**config.mk**
```make
export PLATFORM = sky130hd
export DESIGN_NAME = axi_rd_4k_splitter_flat
export DESIGN_NICKNAME = d
export VERILOG_FILES = /design/src/rtl/axi_rd_4k_splitter_if.sv /design/src/rtl/axi_rd_4k_splitter.sv /design/src/flat_wrapper.sv
export SDC_FILE = /design/constraint.sdc
export NUM_CORES = 1
export LEC_CHECK = 0
export CORE_AREA = 10 10 238 240
export DETAILED_ROUTE_END_ITERATION = 16
export DIE_AREA = 0 0 248 250
export SLEW_MARGIN = 15
export SYNTH_ARGS = -nofsm -noshare
export SYNTH_HDL_FRONTEND = slang
export SYNTH_SLANG_ARGS = --single-unit
```
**constraint.sdc**
```tcl
create_clock -name clk_i -period 6.65 [get_ports clk_i]
set_clock_uncertainty 0.2 [all_clocks]
set_input_delay 0.9975 -clock clk_i [delete_from_list [all_inputs] [get_ports clk_i]]
set_output_delay 0.9975 -clock clk_i [all_outputs]
set_load 0.01 [all_outputs]
```
**src/rtl/axi_rd_4k_splitter_if.sv**
```systemverilog
// rtl/axi_rd_4k_splitter_if.sv - AXI4 read address/data channel bundle for the 4KiB splitter
//
// Purpose: groups one AXI4 read port (AR + R channels) so the splitter can take
//          its upstream side as a slave modport and its downstream side as a
//          master modport.
// Signals: araddr/arlen/arsize/arburst/arid/arvalid/arready  read address channel
//          rdata/rresp/rid/rlast/rvalid/rready               read data channel
// Modports: master drives AR and rready; slave drives arready and R.
interface axi_rd_4k_splitter_if #(
  parameter int ADDR_WTH = 32,
  parameter int DATA_WTH = 256,
  parameter int ID_WIDTH = 4
);
  logic [ADDR_WTH-1:0] araddr;
  logic [7:0]          arlen;
  logic [2:0]          arsize;
  logic [1:0]          arburst;
  logic [ID_WIDTH-1:0] arid;
  logic                arvalid;
  logic                arready;
  logic [DATA_WTH-1:0] rdata;
  logic [1:0]          rresp;
  logic [ID_WIDTH-1:0] rid;
  logic                rlast;
  logic                rvalid;
  logic                rready;

  modport master (
    output araddr, arlen, arsize, arburst, arid, arvalid,
    input  arready,
    input  rdata, rresp, rid, rlast, rvalid,
    output rready
  );

  modport slave (
    input  araddr, arlen, arsize, arburst, arid, arvalid,
    output arready,
    output rdata, rresp, rid, rlast, rvalid,
    input  rready
  );
endinterface

```
**src/rtl/axi_rd_4k_splitter.sv**
```systemverilog
// rtl/axi_rd_4k_splitter.sv - splits AXI4 INCR read bursts at 2**BOUNDARY_BIT byte boundaries
//
// Purpose: accepts one upstream read burst at a time, issues it downstream as
//          one or more sub-bursts that never cross a 2**BOUNDARY_BIT boundary,
//          and stitches the returned beats back into a single upstream burst.
// Ports:   clk_i      clock
//          rst_i      asynchronous reset, active low
//          s          upstream AXI read port (slave modport)
//          m          downstream AXI read port (master modport)
//          chk_err_o  sticky protocol-check error
// Config:  AXI_RD_SPLIT_CHECK_EN enables the request/rlast protocol checker;
//          when undefined chk_err_o is tied low.
module axi_rd_4k_splitter #(
  parameter int ADDR_WTH     = 32,
  parameter int DATA_WTH     = 256,
  parameter int ID_WIDTH     = 4,
  parameter int BOUNDARY_BIT = 12
) (
  input  logic                  clk_i,
  input  logic                  rst_i,
  axi_rd_4k_splitter_if.slave   s,
  axi_rd_4k_splitter_if.master  m,
  output logic                  chk_err_o
);
  localparam int BYTES   = DATA_WTH / 8;
  localparam int BEAT_SH = $clog2(BYTES);
  // Common width for comparing the 9-bit remaining count with the boundary distance.
  localparam int CW      = (BOUNDARY_BIT + 1 > 9) ? BOUNDARY_BIT + 1 : 9;

  typedef enum logic [1:0] {ST_IDLE, ST_ISSUE, ST_DATA} state_t;

  state_t              r_state;
  state_t              w_state_nxt;
  logic [ADDR_WTH-1:0] r_cur_addr;
  logic [8:0]          r_rem;
  logic [8:0]          r_sub_cnt;
  logic [8:0]          r_sub;
  logic [ID_WIDTH-1:0] r_id;
  logic [2:0]          r_size;

  logic [CW-1:0]       w_bnd_bytes;
  logic [CW-1:0]       w_to_bnd;
  logic [8:0]          w_sub;
  logic                w_beat;
  logic                w_unused_ok;

  // Beats left before the boundary; 1..2**(BOUNDARY_BIT-BEAT_SH) for a beat-aligned address.
  assign w_bnd_bytes = CW'(1 << BOUNDARY_BIT) - CW'(r_cur_addr[BOUNDARY_BIT-1:0]);
  assign w_to_bnd    = w_bnd_bytes >> BEAT_SH;
  // When the boundary is nearer than rem, to_bnd < rem <= 256 so it fits 9 bits.
  assign w_sub       = (CW'(r_rem) <= w_to_bnd) ? r_rem : w_to_bnd[8:0];

  assign w_beat      = (r_state == ST_DATA) && m.rvalid && s.rready;

  assign m.araddr    = r_cur_addr;
  assign m.arlen     = 8'(w_sub - 9'd1);
  assign m.arsize    = r_size;
  assign m.arburst   = 2'b01;
  assign m.arid      = r_id;
  assign s.rdata     = m.rdata;
  assign s.rresp     = m.rresp;
  assign s.rid       = r_id;
  assign w_unused_ok = ^{s.arburst, m.rid, m.rlast};

  always_comb begin
    w_state_nxt = r_state;
    s.arready   = 1'b0;
    m.arvalid   = 1'b0;
    m.rready    = 1'b0;
    s.rvalid    = 1'b0;
    s.rlast     = 1'b0;
    case (r_state)
      ST_IDLE: begin
        s.arready = 1'b1;
        if (s.arvalid) w_state_nxt = ST_ISSUE;
      end
      ST_ISSUE: begin
        m.arvalid = 1'b1;
        if (m.arready) w_state_nxt = ST_DATA;
      end
      ST_DATA: begin
        s.rvalid = m.rvalid;
        m.rready = s.rready;
        // Only the final beat of the whole request is marked; sub-burst rlast is dropped.
        s.rlast  = m.rvalid && (r_rem == 9'd1);
        if (w_beat) begin
          if (r_rem == 9'd1)          w_state_nxt = ST_IDLE;
          else if (r_sub_cnt == 9'd1) w_state_nxt = ST_ISSUE;
        end
      end
      default: w_state_nxt = ST_IDLE;
    endcase
  end

  always_ff @(posedge clk_i or negedge rst_i) begin
    if (!rst_i) begin
      r_state    <= ST_IDLE;
      r_cur_addr <= '0;
      r_rem      <= '0;
      r_sub_cnt  <= '0;
      r_sub      <= '0;
      r_id       <= '0;
      r_size     <= '0;
    end else begin
      r_state <= w_state_nxt;
      case (r_state)
        ST_IDLE: begin
          if (s.arvalid) begin
            r_cur_addr <= s.araddr;
            r_rem      <= {1'b0, s.arlen} + 9'd1;
            r_id       <= s.arid;
            r_size     <= s.arsize;
          end
        end
        ST_ISSUE: begin
          if (m.arready) begin
            r_sub_cnt <= w_sub;
            r_sub     <= w_sub;
          end
        end
        ST_DATA: begin
          if (w_beat) begin
            r_sub_cnt <= r_sub_cnt - 9'd1;
            r_rem     <= r_rem - 9'd1;
            if (r_sub_cnt == 9'd1 && r_rem != 9'd1)
              r_cur_addr <= r_cur_addr + (ADDR_WTH'(r_sub) << BEAT_SH);
          end
        end
        default: ;
      endcase
    end
  end

`ifdef AXI_RD_SPLIT_CHECK_EN
  logic r_chk_err;

  always_ff @(posedge clk_i or negedge rst_i) begin
    if (!rst_i) begin
      r_chk_err <= 1'b0;
    end else begin
      if (r_state == ST_IDLE && s.arvalid &&
          (s.arsize != 3'(BEAT_SH) || s.arburst != 2'b01 || s.araddr[BEAT_SH-1:0] != '0)) begin
        r_chk_err <= 1'b1;
        $display("[ERROR] axi_rd_4k_splitter: illegal AR addr=%h size=%0d burst=%0d",
                 s.araddr, s.arsize, s.arburst);
      end
      if (w_beat && (m.rlast != (r_sub_cnt == 9'd1))) begin
        r_chk_err <= 1'b1;
        $display("[ERROR] axi_rd_4k_splitter: m_rlast=%0b with sub_cnt=%0d", m.rlast, r_sub_cnt);
      end
    end
  end

  assign chk_err_o = r_chk_err;
`else
  assign chk_err_o = 1'b0;
`endif
endmodule

```
**src/flat_wrapper.sv**
```systemverilog
// flat-port wrapper written by rule: the top's interface ports become plain ports
module axi_rd_4k_splitter_flat 
#(
  parameter int ADDR_WTH     = 32,
  parameter int DATA_WTH     = 256,
  parameter int ID_WIDTH     = 4,
  parameter int BOUNDARY_BIT = 12
)
  (clk_i, rst_i, chk_err_o, s_araddr, s_arlen, s_arsize, s_arburst, s_arid, s_arvalid, s_arready, s_rdata, s_rresp, s_rid, s_rlast, s_rvalid, s_rready, m_araddr, m_arlen, m_arsize, m_arburst, m_arid, m_arvalid, m_arready, m_rdata, m_rresp, m_rid, m_rlast, m_rvalid, m_rready);
  axi_rd_4k_splitter_if #(.ADDR_WTH(ADDR_WTH), .DATA_WTH(DATA_WTH), .ID_WIDTH(ID_WIDTH)) s_i ();
  axi_rd_4k_splitter_if #(.ADDR_WTH(ADDR_WTH), .DATA_WTH(DATA_WTH), .ID_WIDTH(ID_WIDTH)) m_i ();
  input  logic clk_i;
  input  logic rst_i;
  output logic chk_err_o;
  input wire logic [$bits(s_i.araddr)-1:0] s_araddr;
  input wire logic [$bits(s_i.arlen)-1:0] s_arlen;
  input wire logic [$bits(s_i.arsize)-1:0] s_arsize;
  input wire logic [$bits(s_i.arburst)-1:0] s_arburst;
  input wire logic [$bits(s_i.arid)-1:0] s_arid;
  input wire logic [$bits(s_i.arvalid)-1:0] s_arvalid;
  output wire logic [$bits(s_i.arready)-1:0] s_arready;
  output wire logic [$bits(s_i.rdata)-1:0] s_rdata;
  output wire logic [$bits(s_i.rresp)-1:0] s_rresp;
  output wire logic [$bits(s_i.rid)-1:0] s_rid;
  output wire logic [$bits(s_i.rlast)-1:0] s_rlast;
  output wire logic [$bits(s_i.rvalid)-1:0] s_rvalid;
  input wire logic [$bits(s_i.rready)-1:0] s_rready;
  output wire logic [$bits(m_i.araddr)-1:0] m_araddr;
  output wire logic [$bits(m_i.arlen)-1:0] m_arlen;
  output wire logic [$bits(m_i.arsize)-1:0] m_arsize;
  output wire logic [$bits(m_i.arburst)-1:0] m_arburst;
  output wire logic [$bits(m_i.arid)-1:0] m_arid;
  output wire logic [$bits(m_i.arvalid)-1:0] m_arvalid;
  input wire logic [$bits(m_i.arready)-1:0] m_arready;
  input wire logic [$bits(m_i.rdata)-1:0] m_rdata;
  input wire logic [$bits(m_i.rresp)-1:0] m_rresp;
  input wire logic [$bits(m_i.rid)-1:0] m_rid;
  input wire logic [$bits(m_i.rlast)-1:0] m_rlast;
  input wire logic [$bits(m_i.rvalid)-1:0] m_rvalid;
  output wire logic [$bits(m_i.rready)-1:0] m_rready;
  assign s_i.araddr = s_araddr;
  assign s_i.arlen = s_arlen;
  assign s_i.arsize = s_arsize;
  assign s_i.arburst = s_arburst;
  assign s_i.arid = s_arid;
  assign s_i.arvalid = s_arvalid;
  assign s_arready = s_i.arready;
  assign s_rdata = s_i.rdata;
  assign s_rresp = s_i.rresp;
  assign s_rid = s_i.rid;
  assign s_rlast = s_i.rlast;
  assign s_rvalid = s_i.rvalid;
  assign s_i.rready = s_rready;
  assign m_araddr = m_i.araddr;
  assign m_arlen = m_i.arlen;
  assign m_arsize = m_i.arsize;
  assign m_arburst = m_i.arburst;
  assign m_arid = m_i.arid;
  assign m_arvalid = m_i.arvalid;
  assign m_i.arready = m_arready;
  assign m_i.rdata = m_rdata;
  assign m_i.rresp = m_rresp;
  assign m_i.rid = m_rid;
  assign m_i.rlast = m_rlast;
  assign m_i.rvalid = m_rvalid;
  assign m_rready = m_i.rready;
  axi_rd_4k_splitter #(.ADDR_WTH(ADDR_WTH), .DATA_WTH(DATA_WTH), .ID_WIDTH(ID_WIDTH), .BOUNDARY_BIT(BOUNDARY_BIT)) u_core (.clk_i(clk_i), .rst_i(rst_i), .s(s_i), .m(m_i), .chk_err_o(chk_err_o));
endmodule
```
Yosys cells after proc, flatten, opt, wreduce, memory -nomap -nowiden
Cells that the tools add are included.
{"block": "totals", "register_bits": 68}
{"block": "op_classes", "mux": 22, "n_lt_le_gt_ge": 1, "addsub": 6, "reduce_logical": 13, "n_eq_ne": 10}
{"operator": "32-bit two-way mux", "n": 3}
{"operator": "32-bit case mux with 2 select lines", "n": 1}
{"operator": "9-bit two-way mux", "n": 5}
{"operator": "9-bit case mux with 2 select lines", "n": 2}
{"operator": "32-bit by 14-bit adder with 32-bit output", "n": 1}
{"operator": "9-bit by 1-bit equality test with 1-bit output, second input constant", "n": 2}
{"operator": "9-bit by 1-bit subtractor with 9-bit output, second input constant", "n": 2}
{"operator": "13-bit by 12-bit subtractor with 13-bit output, first input constant", "n": 1}
{"operator": "2-bit two-way mux", "n": 5}
{"operator": "8-bit by 1-bit adder with 9-bit output, second input constant", "n": 1}
{"operator": "9-bit by 8-bit <= comparator with 1-bit output", "n": 1}
{"operator": "9-bit by 1-bit != test with 1-bit output, second input constant", "n": 1}
{"operator": "4-bit AND reduction", "n": 2}
{"operator": "8-bit by 1-bit subtractor with 8-bit output, second input constant", "n": 1}
{"operator": "2-bit != test, second input constant", "n": 3}
{"operator": "2-bit case mux with 3 select lines", "n": 1}
{"operator": "3-bit AND reduction", "n": 2}
{"operator": "1-bit two-way mux", "n": 5}
{"operator": "1-bit logical AND", "n": 4}
{"operator": "2-bit AND reduction", "n": 2}
{"operator": "2-bit nonzero test", "n": 2}
{"operator": "3-bit != test, second input constant", "n": 1}
{"operator": "2-bit by 1-bit equality test with 1-bit output, second input constant", "n": 1}
{"operator": "2-bit equality test, second input constant", "n": 1}
{"operator": "2 further kinds", "n": 2}

Depth between registers and ports, before layout
{"block": "depth", "word_depth": 5, "ltp_mapped": 14}

Worst setup path before layout
OpenSTA, ideal clock, no wires.
{"block": "synth_timing", "path_type": "reg-to-output", "startpoint": "reg u_core.r_cur_addr[4] (netlist: u_core.m.araddr[4])", "endpoint": "out m_arlen[6]", "required_time_ps": 5452, "path_stages_with_launch": 15, "path_slack_ps": 1889, "path_buffers": 1, "t_arrival_ps": 3564, "cell_sequence": "dfrtp_1 nor3_1 nand3_1 nor4_2 xor2_1 ha_1 a21o_1 a211oi_1 inv_1 o21ai_2 buf_2 mux2i_1 ha_1 nand3_1 xor2_1"}
{"block": "synth_via", "elab_chain_cells": 4}
{"item": "start: declaration", "line": "axi_rd_4k_splitter.sv:34", "source": "logic [ADDR_WTH-1:0] r_cur_addr;"}
{"item": "start signal: assignment", "line": "axi_rd_4k_splitter.sv:109", "source": "r_cur_addr <= s.araddr;"}
{"item": "start signal: assignment", "line": "axi_rd_4k_splitter.sv:126", "source": "r_cur_addr <= r_cur_addr + (ADDR_WTH'(r_sub) << BEAT_SH);"}
{"item": "13-bit by 12-bit subtractor with 13-bit output *", "line": "axi_rd_4k_splitter.sv:48", "source": "assign w_bnd_bytes = CW'(1 << BOUNDARY_BIT) - CW'(r_cur_addr[BOUNDARY_BIT-1:0]);"}
{"item": "9-bit by 8-bit <= comparator with 1-bit output", "line": "axi_rd_4k_splitter.sv:51", "source": "assign w_sub = (CW'(r_rem) <= w_to_bnd) ? r_rem : w_to_bnd[8:0];"}
{"item": "9-bit two-way mux *", "line": "axi_rd_4k_splitter.sv:51"}
{"item": "8-bit by 1-bit subtractor with 8-bit output *", "line": "axi_rd_4k_splitter.sv:56", "source": "assign m.arlen = 8'(w_sub - 9'd1);"}
{"item": "end: declaration", "line": "flat_wrapper.sv:29", "source": "output wire logic [$bits(m_i.arlen)-1:0] m_arlen;"}
Every way passes the cells marked *; elsewhere a longest branch is shown, timed or not.

Final worst setup path
{"block": "layout_timing", "startpoint": "reg u_core.r_cur_addr[1] (netlist: u_core.m.araddr[1])", "endpoint": "out m_arlen[7]"}
The elaborated chain is that of the path after synthesis.

==> results.sh <==
export IMPL_status="finished clean"
export IMPL_gr_usage_all_layers_pct=8.19
export IMPL_ys_types=69
export IMPL_p_clk_share_pct=16.7
export IMPL_postRouteAntennaNets=0
export IMPL_vdd_ir_drop_max_v=0.000126
export IMPL_avgSynthCellArea_um2=7.99
export IMPL_critPathArrivalTime_ns=4.69
export IMPL_initial_core_util_pct=12.6
export IMPL_fp_dieArea_mm2=0.0620
export IMPL_dp_slack_ns=1.07
export IMPL_setup_viol=0
export IMPL_top_layer="met5"
export IMPL_p_leak_nw=2.55
export IMPL_grt_ovfl_total=0
export IMPL_crit_path_top_delay_cell="clkdlybuf4s50_1"
export IMPL_grt_pass1_vias=5230
export IMPL_drive_above_1_share_pct=7.55
export IMPL_via_per_inst=3.70
export IMPL_p_comb_share_pct=57.9
export IMPL_crit_chain="nor2_1 > nand3_1 > nor4_2 > xor2_1 > ha_1 > a21o_1 > a211oi_1 > inv_1 > o21ai_2 > buf_4 > nor2_1 > a21oi_1 > xor2_1 > clkdlybuf4s50_1"
export IMPL_startpoint_type="register"
export IMPL_cts_root_buf="clkbuf_16"
export IMPL_syn2layout_area_growth_pct=3.11
export IMPL_crit_required_ns=5.45
export IMPL_rsz0062_at_grt="no"
export IMPL_max_stage_delay_ns=0.60
export IMPL_criticalPathCategory="reg -> out"
export IMPL_n_fill_cell=5953
export IMPL_hold_buffers=0
export IMPL_antennaDiodeCount=0
export IMPL_clock_path_buffers=2
export IMPL_drc=0
export IMPL_netlist_top_cell_by_area="buf_4"
export IMPL_met1Wirelength_mm=9.92
export IMPL_antenna_found_initial=1
export IMPL_dr_wl_met3_mm=3.63
export IMPL_seqPwrFrac_pct=25.3
export IMPL_cts_setup_buffers=0
export IMPL_p_sw_mw=1.56
export IMPL_cts_resized=0
export IMPL_cts_buffers=9
export IMPL_design_area_mm2=0.00677
export IMPL_io_buffers=108
export IMPL_period_needed_ns=5.89
export IMPL_wl_mm=25.9
export IMPL_yosys_top_cells_area="buf_4 30%, dfrtp_1 26%, nand2_1 4.7%"
export IMPL_hold_path_depth=2
export IMPL_place_hpwl_mm=20.7
export IMPL_postSynth_asyncResetShare_pct=100
export IMPL_synth_top_area_share_pct=30.3
export IMPL_firstDrtPassIters=5
export IMPL_fin_ws_ns=0.763
export IMPL_fmax_mhz=170
export IMPL_synth_cells=821
export IMPL_swShare_pct=46.1
export IMPL_rows=84
export IMPL_synth_ff_type="dfrtp_1"
export IMPL_yosysSeqAreaShare_pct=25.9
export IMPL_synth_ff_latch_count=68
export IMPL_cts_tree="built"
export IMPL_power_density_mw_per_mm2=502
export IMPL_h_tree_depth=3
export IMPL_setup_tns_ns=0
export IMPL_drv_cap=0
export IMPL_intPower_mw=1.83
export IMPL_ys_warn_count=0
export IMPL_synth_edf_count=0
export IMPL_routabilityCongestion=0.829
export IMPL_wl_per_cell_um=19.2
export IMPL_cts_sinks=68
export IMPL_rr_worst_depth=12
export IMPL_clkTransAtPathRegs_ns=0.07
export IMPL_holdWs_ns=0.286
export IMPL_worst_pin_slew_ns=0.993
export IMPL_hold_class="reg -> reg"
export IMPL_die_w_um=248
export IMPL_wl_met2_mm=11.1
export IMPL_vias=5001
export IMPL_relSlewSlack_pct=33.8
export IMPL_insertion_delay_ns=0.36
export IMPL_die_h_um=250
export IMPL_drtIter0Drc=411
export IMPL_grt_max_degree=69
export IMPL_fin_crit_sh_pct=88.5
export IMPL_cp_end_kind="output port"
export IMPL_io_pins=635
export IMPL_hold_viol_final=0
export IMPL_slew_viol_final=0
export IMPL_place_area_mm2=0.00643
export IMPL_final_net_count=999
export IMPL_syn_area_mm2=0.00656
export IMPL_grt_first_pass_wirelength_mm=36.5
export IMPL_worstPathMaxFanout=12
export IMPL_placeableCoreArea_mm2=0.0520
[synth_stat cells, drive strengths merged (8+ instances only)]
library cell,n
ha,23
nor2,53
a21oi,56
clkbuf,16
o22ai,10
buf,274
nor3,15
xnor2,12
o21ai,47
and3,9
nand2,83
inv,20
dfrtp,68
nand3,25
or3,8
xor2,12
[registers in the layout (all words and copies together) (netlist names)]
signal / count
u_core.m.araddr: 32
u_core.r_rem: 9
u_core.r_sub: 9
u_core.r_sub_cnt: 9
u_core.m.arid: 4
u_core.m.arsize: 3
u_core.r_state: 2
[layer usage]
layer  vias up  GRT usage, %
met5         -         0.735
met4         4          5.30
met3       118          4.72
met2       392          11.6
met1      2305          9.11
li1       2182             -
[worst max-delay path, delay by kind of cell, from the launching register on]
family / cells / cell delay [ns]
AO/OA/AOI/OAI: 4 / 1.08
buffers and inverters: 3 / 0.92
adder cells (fa/ha/maj): 1 / 0.28
flip-flops: 1 / 0.40
XOR/XNOR: 2 / 0.45
AND/OR/NAND/NOR: 4 / 1.21
[cell usage in the layout (no fill, tap or decap), types with 6 or more instances in the layout]
cell type	n
and3_1	8
clkdlybuf4s50_1	107
buf_4	7
nand3_1	24
a21o_1	7
o21ai_0	43
nor3_1	13
clkbuf_16	9
xnor2_1	12
ha_1	23
o22ai_1	10
a31oi_1	7
inv_1	20
xor2_1	12
or3_1	6
nand2_1	82
nor2_1	52
a21oi_1	55
dfrtp_1	68
[power by group through the flow]
stage | sequential, mW | combinational (mW) | clock (mW)
after floorplan | 0.836 | 1.27 | 0
after global placement | 0.854 | 1.98 | 0
after detailed placement | 0.862 | 2.00 | 0
after CTS | 0.859 | 2.01 | 0.591
after global routing | 0.897 | 2.21 | 0.604
final | 0.861 | 1.97 | 0.568
[per-stage QoR]
stage | utilization, % | total power, mW | cells
2_1_floorplan | - | 2.10 | 822
3_3_place_gp | 12.4 | 2.83 | 1334
3_5_place_dp | 12.4 | 2.86 | 1334
4_1_cts | 13.0 | 3.46 | 1350
5_1_grt | 13.0 | 3.71 | 1350
6_report | 13.0 | 3.40 | 1350
[layout make-up]
class	instances	area [um^2]	area share, %
Inverter	20	75.1	1.11
Clock buffer	10	239	3.53
Clock inverter	6	95.1	1.41
Sequential cell	68	1700	25.1
Multi-Input combinational cell	444	2670	39.5
Tap cell	688	861	12.7
Timing Repair Buffer	114	1120	16.6
[final timing paths]
check | startpoint | to | slack, ns
max | u_core.m.araddr[1]$_DFFE_PN0P_ | m_arlen[7] | 0.76
min | u_core.m.arsize[0]$_DFFE_PN0P_ | u_core.m.arsize[0]$_DFFE_PN0P_ | 0.29
max reg2reg | u_core.m.araddr[1]$_DFFE_PN0P_ | u_core.r_sub_cnt[6]$_DFFE_PN0P_ | 2.63
min reg2reg | u_core.m.arsize[0]$_DFFE_PN0P_ | u_core.m.arsize[0]$_DFFE_PN0P_ | 0.29
max in group asynchronous | rst_i | u_core.m.araddr[15]$_DFFE_PN0P_ | 4.99
min in group asynchronous | rst_i | u_core.r_rem[3]$_DFFE_PN0P_ | 0.56
[kinds of logic (layout without fill, tap and decap cells)]
| kind of cell | Yosys count | in the layout | share of synthesized area (%) |
|---|---|---|---|
| AND/OR/NAND/NOR | 222 | 222 | 16.3 |
| multiplexers | 8 | 8 | 1.32 |
| AO/OA/AOI/OAI | 163 | 163 | 15.1 |
| XOR/XNOR | 24 | 24 | 3.20 |
| other | 2 | 3 | 0.114 |
| adder cells (fa/ha/maj) | 24 | 24 | 4.69 |
| buffers and inverters | 310 | 150 | 33.4 |
| flip-flops | 68 | 68 | 25.9 |
Power figures use the tool's default switching activity.
